## config.mk

```make
export PLATFORM = sky130hd
export DESIGN_NAME = mem_arbiter_flat
export DESIGN_NICKNAME = d
export VERILOG_FILES = /design/src/rtl/mem_arbiter_if.sv /design/src/rtl/mem_arbiter.sv /design/src/flat_wrapper.sv
export SDC_FILE = /design/constraint.sdc
export NUM_CORES = 1
export LEC_CHECK = 0
export CAP_MARGIN = 30
export CORE_AREA = 8 8 105 146
export DETAILED_ROUTE_END_ITERATION = 10
export DIE_AREA = 0 0 113 154
export GPL_ROUTABILITY_DRIVEN = 0
export PLACE_DENSITY = 0.62
export SLEW_MARGIN = 20
export SYNTH_ARGS = -nofsm -noshare
export SYNTH_HDL_FRONTEND = slang
export SYNTH_SLANG_ARGS = --single-unit
```

## constraint.sdc

```tcl
create_clock -name clk -period 7.8 [get_ports clk]
set_clock_uncertainty 0.2 [all_clocks]
set_input_delay 1.56 -clock clk [delete_from_list [all_inputs] [get_ports clk]]
set_output_delay 1.56 -clock clk [all_outputs]
set_load 0.01 [all_outputs]
```

## src/rtl/mem_arbiter_if.sv

```systemverilog
// Bundle of the two requester ports, the memory port and the busy flag of mem_arbiter.
// The slave modport is the arbiter's view. The master modport is the environment's view:
// the requesters plus the memory.
interface mem_arbiter_if;
    logic        cpu_req;
    logic        cpu_we;
    logic [12:0] cpu_addr;
    logic [15:0] cpu_wdata;
    logic        cpu_gnt;
    logic        cpu_done;
    logic [15:0] cpu_rdata;

    logic        dma_req;
    logic        dma_we;
    logic [12:0] dma_addr;
    logic [15:0] dma_wdata;
    logic        dma_gnt;
    logic        dma_done;
    logic [15:0] dma_rdata;

    logic [12:0] mem_addr;
    logic [15:0] mem_wdata;
    logic        mem_re;
    logic        mem_we;
    logic [15:0] mem_rdata;

    logic        busy;

    modport slave (
        input  cpu_req, cpu_we, cpu_addr, cpu_wdata,
        output cpu_gnt, cpu_done, cpu_rdata,
        input  dma_req, dma_we, dma_addr, dma_wdata,
        output dma_gnt, dma_done, dma_rdata,
        output mem_addr, mem_wdata, mem_re, mem_we,
        input  mem_rdata,
        output busy
    );

    modport master (
        output cpu_req, cpu_we, cpu_addr, cpu_wdata,
        input  cpu_gnt, cpu_done, cpu_rdata,
        output dma_req, dma_we, dma_addr, dma_wdata,
        input  dma_gnt, dma_done, dma_rdata,
        input  mem_addr, mem_wdata, mem_re, mem_we,
        output mem_rdata,
        input  busy
    );
endinterface

```

## src/rtl/mem_arbiter.sv

```systemverilog
// Two-requester (CPU, DMA) round-robin arbiter in front of a single-port memory with a
// fixed read latency. One access is in flight at a time: IDLE -> ISSUE -> WAIT -> DONE.
// All outputs are registered.
module mem_arbiter #(
    parameter int unsigned RD_LAT = 2  // mem_re cycle to mem_rdata valid, 1..7
) (
    input  logic         clk,
    input  logic         reset,
    mem_arbiter_if.slave bus
);

    localparam logic [2:0] RdLat = 3'(RD_LAT);

    typedef enum logic [1:0] {StIdle, StIssue, StWait, StDone} state_e;

    state_e      state_q;
    logic [2:0]  cnt_q;
    logic        last_dma_q;  // 1 = DMA was granted last
    logic        win_dma_q;   // requester owning the access in flight
    logic        we_q;
    logic        cpu_gnt_q, cpu_done_q, dma_gnt_q, dma_done_q;
    logic        mem_re_q, mem_we_q, busy_q;
    logic [12:0] mem_addr_q;
    logic [15:0] mem_wdata_q;
    logic [15:0] cpu_rdata_q, dma_rdata_q;

    logic        win_dma;
    logic        win_we;
    logic [12:0] win_addr;
    logic [15:0] win_wdata;

    // Round-robin pick: a lone requester wins, on a tie the one not granted last wins.
    always_comb begin
        win_dma   = bus.dma_req && (!bus.cpu_req || !last_dma_q);
        win_we    = win_dma ? bus.dma_we    : bus.cpu_we;
        win_addr  = win_dma ? bus.dma_addr  : bus.cpu_addr;
        win_wdata = win_dma ? bus.dma_wdata : bus.cpu_wdata;
    end

    // Access sequencer; the outputs for the next state are registered alongside the state.
    always_ff @(posedge clk or posedge reset) begin
        if (reset) begin
            state_q     <= StIdle;
            cnt_q       <= 3'd0;
            last_dma_q  <= 1'b1;
            win_dma_q   <= 1'b0;
            we_q        <= 1'b0;
            cpu_gnt_q   <= 1'b0;
            cpu_done_q  <= 1'b0;
            dma_gnt_q   <= 1'b0;
            dma_done_q  <= 1'b0;
            mem_re_q    <= 1'b0;
            mem_we_q    <= 1'b0;
            busy_q      <= 1'b0;
            mem_addr_q  <= 13'd0;
            mem_wdata_q <= 16'd0;
            cpu_rdata_q <= 16'd0;
            dma_rdata_q <= 16'd0;
        end else begin
            // Pulses and strobes last one cycle unless re-armed below.
            cpu_gnt_q  <= 1'b0;
            dma_gnt_q  <= 1'b0;
            cpu_done_q <= 1'b0;
            dma_done_q <= 1'b0;
            mem_re_q   <= 1'b0;
            mem_we_q   <= 1'b0;
            unique case (state_q)
                StIdle: begin
                    if (bus.cpu_req || bus.dma_req) begin
                        win_dma_q   <= win_dma;
                        last_dma_q  <= win_dma;
                        we_q        <= win_we;
                        mem_addr_q  <= win_addr;
                        mem_wdata_q <= win_wdata;
                        // Armed here so they are visible during the ISSUE cycle.
                        mem_re_q    <= !win_we;
                        mem_we_q    <= win_we;
                        cpu_gnt_q   <= !win_dma;
                        dma_gnt_q   <= win_dma;
                        busy_q      <= 1'b1;
                        state_q     <= StIssue;
                    end
                end
                StIssue: begin
                    cnt_q   <= RdLat;
                    state_q <= StWait;
                end
                StWait: begin
                    cnt_q <= cnt_q - 3'd1;
                    // Count of 1 is the cycle the memory presents read data.
                    if (cnt_q == 3'd1) begin
                        if (!we_q) begin
                            if (win_dma_q) begin
                                dma_rdata_q <= bus.mem_rdata;
                            end else begin
                                cpu_rdata_q <= bus.mem_rdata;
                            end
                        end
                        cpu_done_q <= !win_dma_q;
                        dma_done_q <= win_dma_q;
                        state_q    <= StDone;
                    end
                end
                StDone: begin
                    busy_q  <= 1'b0;
                    state_q <= StIdle;
                end
                default: state_q <= StIdle;
            endcase
        end
    end

    assign bus.cpu_gnt   = cpu_gnt_q;
    assign bus.cpu_done  = cpu_done_q;
    assign bus.cpu_rdata = cpu_rdata_q;
    assign bus.dma_gnt   = dma_gnt_q;
    assign bus.dma_done  = dma_done_q;
    assign bus.dma_rdata = dma_rdata_q;
    assign bus.mem_addr  = mem_addr_q;
    assign bus.mem_wdata = mem_wdata_q;
    assign bus.mem_re    = mem_re_q;
    assign bus.mem_we    = mem_we_q;
    assign bus.busy      = busy_q;

endmodule
```

## src/flat_wrapper.sv

```systemverilog
// flat-port wrapper written by rule: the top's interface ports become plain ports
module mem_arbiter_flat 
#(
    parameter int unsigned RD_LAT = 2                                          
)
  (clk, reset, bus_cpu_req, bus_cpu_we, bus_cpu_addr, bus_cpu_wdata, bus_cpu_gnt, bus_cpu_done, bus_cpu_rdata, bus_dma_req, bus_dma_we, bus_dma_addr, bus_dma_wdata, bus_dma_gnt, bus_dma_done, bus_dma_rdata, bus_mem_addr, bus_mem_wdata, bus_mem_re, bus_mem_we, bus_mem_rdata, bus_busy);
  mem_arbiter_if bus_i ();
  input  logic clk;
  input  logic reset;
  input wire logic [$bits(bus_i.cpu_req)-1:0] bus_cpu_req;
  input wire logic [$bits(bus_i.cpu_we)-1:0] bus_cpu_we;
  input wire logic [$bits(bus_i.cpu_addr)-1:0] bus_cpu_addr;
  input wire logic [$bits(bus_i.cpu_wdata)-1:0] bus_cpu_wdata;
  output wire logic [$bits(bus_i.cpu_gnt)-1:0] bus_cpu_gnt;
  output wire logic [$bits(bus_i.cpu_done)-1:0] bus_cpu_done;
  output wire logic [$bits(bus_i.cpu_rdata)-1:0] bus_cpu_rdata;
  input wire logic [$bits(bus_i.dma_req)-1:0] bus_dma_req;
  input wire logic [$bits(bus_i.dma_we)-1:0] bus_dma_we;
  input wire logic [$bits(bus_i.dma_addr)-1:0] bus_dma_addr;
  input wire logic [$bits(bus_i.dma_wdata)-1:0] bus_dma_wdata;
  output wire logic [$bits(bus_i.dma_gnt)-1:0] bus_dma_gnt;
  output wire logic [$bits(bus_i.dma_done)-1:0] bus_dma_done;
  output wire logic [$bits(bus_i.dma_rdata)-1:0] bus_dma_rdata;
  output wire logic [$bits(bus_i.mem_addr)-1:0] bus_mem_addr;
  output wire logic [$bits(bus_i.mem_wdata)-1:0] bus_mem_wdata;
  output wire logic [$bits(bus_i.mem_re)-1:0] bus_mem_re;
  output wire logic [$bits(bus_i.mem_we)-1:0] bus_mem_we;
  input wire logic [$bits(bus_i.mem_rdata)-1:0] bus_mem_rdata;
  output wire logic [$bits(bus_i.busy)-1:0] bus_busy;
  assign bus_i.cpu_req = bus_cpu_req;
  assign bus_i.cpu_we = bus_cpu_we;
  assign bus_i.cpu_addr = bus_cpu_addr;
  assign bus_i.cpu_wdata = bus_cpu_wdata;
  assign bus_cpu_gnt = bus_i.cpu_gnt;
  assign bus_cpu_done = bus_i.cpu_done;
  assign bus_cpu_rdata = bus_i.cpu_rdata;
  assign bus_i.dma_req = bus_dma_req;
  assign bus_i.dma_we = bus_dma_we;
  assign bus_i.dma_addr = bus_dma_addr;
  assign bus_i.dma_wdata = bus_dma_wdata;
  assign bus_dma_gnt = bus_i.dma_gnt;
  assign bus_dma_done = bus_i.dma_done;
  assign bus_dma_rdata = bus_i.dma_rdata;
  assign bus_mem_addr = bus_i.mem_addr;
  assign bus_mem_wdata = bus_i.mem_wdata;
  assign bus_mem_re = bus_i.mem_re;
  assign bus_mem_we = bus_i.mem_we;
  assign bus_i.mem_rdata = bus_mem_rdata;
  assign bus_busy = bus_i.busy;
  mem_arbiter #(.RD_LAT(RD_LAT)) u_core (.clk(clk), .reset(reset), .bus(bus_i));
endmodule
```

==> flow_summary.toml <==
[logic_synthesis]
synth_edf_count = 0
yosys-top-cells-area = "dfrtp_1 59%, a21oi_1 9.4%, mux2_2 8.1%"
ys_ff_latch = 76
ys_seq_area_share_pct = 59.32
synth_top_cell_by_area = "dfrtp_1"
synth.top_cell.area_share_pct = 58.50
ys_warn_count = 0
netlist_area_sq_um = 3208
synthCells = 285
synth_flop_cell = "dfrtp_1"
yosysUniqueCellTypes = 33
syn_avg_cell_area_sq_um = 11.26
async_reset_ff_share_pct = 100.0
synth_fp_nets = 370

[cts]
worst_skew_pair.late_latency_ns = 0.33
numCtsBuffers = 9
path_clk_slew_ns = 0.06
cts_tree = "done"
cts_resized = 0
cts-root-buf = "clkbuf_16"
htree_levels = 3
cts_setup_buffers = 0
clockBufferDepth = 2
holdBufCountCts = 0
clock_sinks = 76

[die]
core_area_sq_um = 13140
start_util_pct = 24.42
io_pins = 148
row_count = 50
fp.dieH_um = 154
fp.dieW_um = 113
die_area_sq_um = 17400

[grt]
grt_max_degree = 48
grt_use_met2_pct = 18.32
overflow = 0
met1_usage_pct = 13.28
grt_pass1_vias = 3081
grtUsageTotal_pct = 11.84
grt_pass1_wl_um = 16370
busiest_layer = "met2"
grtUsageMet3_pct = 6.233
antenna_found_initial = 0

[critical_path]
critPathArrivalTime_ns = 3.24
crit_type = "in2reg"
end_kind = "register"
crit_fanout = 30
required_ns = 7.79
start_kind = "input pin"

[final_layout]
area_delta_synth_final_pct = 61.39
finalNonFillerCells = 595
final_cell_mix = "147 x clkdlybuf4s50_1, 75 x dfrtp_1, 60 x a21oi_1"
nNetsFinal = 519
layout-drive-gt1-share_pct = 14.35
fill_cells = 1318
layout_commonest_cell = "clkdlybuf4s50_1"
n_antenna_cell = 0

[pwr]
ir_drop_mv = 0.1563
p_leak_uw = 0.002258
cellPowerDensity_nw_per_um2 = 370.2

[drt]
drt_iter0_drc = 81
num_vias = 2681
dr.pass1.iters = 4
wl_um = 9783
drt-vias-per-instance = 4.506
routedWlPerCell_um = 16.44
ant_nets = 0
drc_errors = 0

[status]
status = "complete, no violations"

[worst_hold_path]
hold_class = "reg2reg"

[timing]
finalMaxSlewViolations = 0
max_slew.worst_pin.slew_ns = 0.7222
fin_setup_tns_ns = 0
finalHoldViolations = 0
post-route-min-period_ns = 3.251
clock.fmax_mhz = 307.6
whs_ns = 0.3027
rsz0062_at_grt = "false"
finalSetupViolations = 0
relSlewSlack_pct = 51.49
post-route-period-util_pct = 41.68

[run]
drv_cap = 0

[place]
port_buffers = 147
post-place-cells = 579
hpwlAfterDp_um = 7533
-- cell families (layout without fill, tap and decap cells) --
logic type | Yosys count | count (layout) | synth area share (%)
DFF | 76 | 76 | 59.32
AOI/OAI and AO/OA | 74 | 74 | 12.48
and+or+nand+nor | 74 | 74 | 9.751
muxes | 34 | 34 | 13.07
buffers and inverters | 22 | 176 | 3.432
adders and majority gates | 5 | 5 | 1.950
-- flip-flops by register name (all words and copies together), names as in the netlist --
| register | flops |
|---|---|
| u_core.we_q | 1 |
| u_core.bus.mem_addr | 13 |
| u_core.cnt_q | 3 |
| u_core.bus.busy | 1 |
| u_core.bus.cpu_done | 1 |
| u_core.last_dma_q | 1 |
| u_core.state_q | 2 |
| u_core.bus.mem_re | 1 |
| u_core.bus.cpu_gnt | 1 |
| u_core.win_dma_q | 1 |
| u_core.bus.dma_gnt | 1 |
| u_core.bus.dma_rdata | 16 |
| u_core.bus.cpu_rdata | 16 |
| u_core.bus.mem_we | 1 |
| u_core.bus.dma_done | 1 |
| u_core.bus.mem_wdata | 16 |
-- synth_stat cells (2+ instances only) --
library cell and instances:
mux2_2 23, a21oi_1 60, a31oi_1 2, inv_1 7, dfrtp_1 75, o21ai_0 2
nor2_1 35, ha_1 5, clkbuf_1 12, nand2_1 30, a21boi_0 2, and2_1 2
mux2_4 10
-- report_power, final --
| part | internal, uW | switching [uW] |
|---|---|---|
| Sequential | 571 | 98.8 |
| Combinational | 467 | 371 |
| Clock | 246 | 163 |
| Total | 1280 | 633 |
-- layout make-up --
class                   count  area [sq um]  area share [%]
clock buffers               9         225.2           4.350
well taps                 156         195.2           3.770
clock inverters             7         67.56           1.305
multi-input cells         187          1211           23.39
flip-flops and latches     76          1903           36.76
inverters                   7         27.53          0.5317
repair buffers            153          1548           29.89
-- routing by layer --
layer | vias up | routed length (um)
li1 | 1265 | -
met1 | 1270 | 4111
met2 | 134 | 4340
met3 | 12 | 1174
met4 | 0 | 157
met5 | - | 0
-- per-stage QoR --
stage / area (sq um) / worst slack [ns] / total power (uW) / utilization, %
3_5_place_dp: 4885 / 4.149 / 1529 / 37.18
6_report: 5177 / 4.549 / 1917 / 39.41
3_3_place_gp: 4831 / 4.153 / 1497 / 36.77
4_1_cts: 5177 / 4.508 / 1955 / 39.41
2_1_floorplan: 3208 / 4.103 / 1055 / -
5_1_grt: 5177 / 4.408 / 2064 / 39.41
-- worst paths after layout --
check	start	endpoint	slack, ns	cells after the start
worst min register to register	u_core.bus.dma_rdata[7]	u_core.bus.dma_rdata[7]	0.30	1
min in group asynchronous	reset	u_core.bus.cpu_rdata[9]	1.43	3
worst max-delay path	bus_cpu_req	u_core.we_q	4.55	4
worst max register to register	u_core.state_q[0]	u_core.bus.cpu_rdata[8]	5.39	6
worst min-delay path	u_core.bus.dma_rdata[7]	u_core.bus.dma_rdata[7]	0.30	1
max in group asynchronous	reset	u_core.last_dma_q	5.34	4
-- worst max-delay path, cell delays in order --
cell and delay [ns]:
clkdlybuf4s50_1 0.60, a21bo_2 0.59, mux2i_1 0.37, a21oi_1 0.11
(Power assumes the default switching activity.)
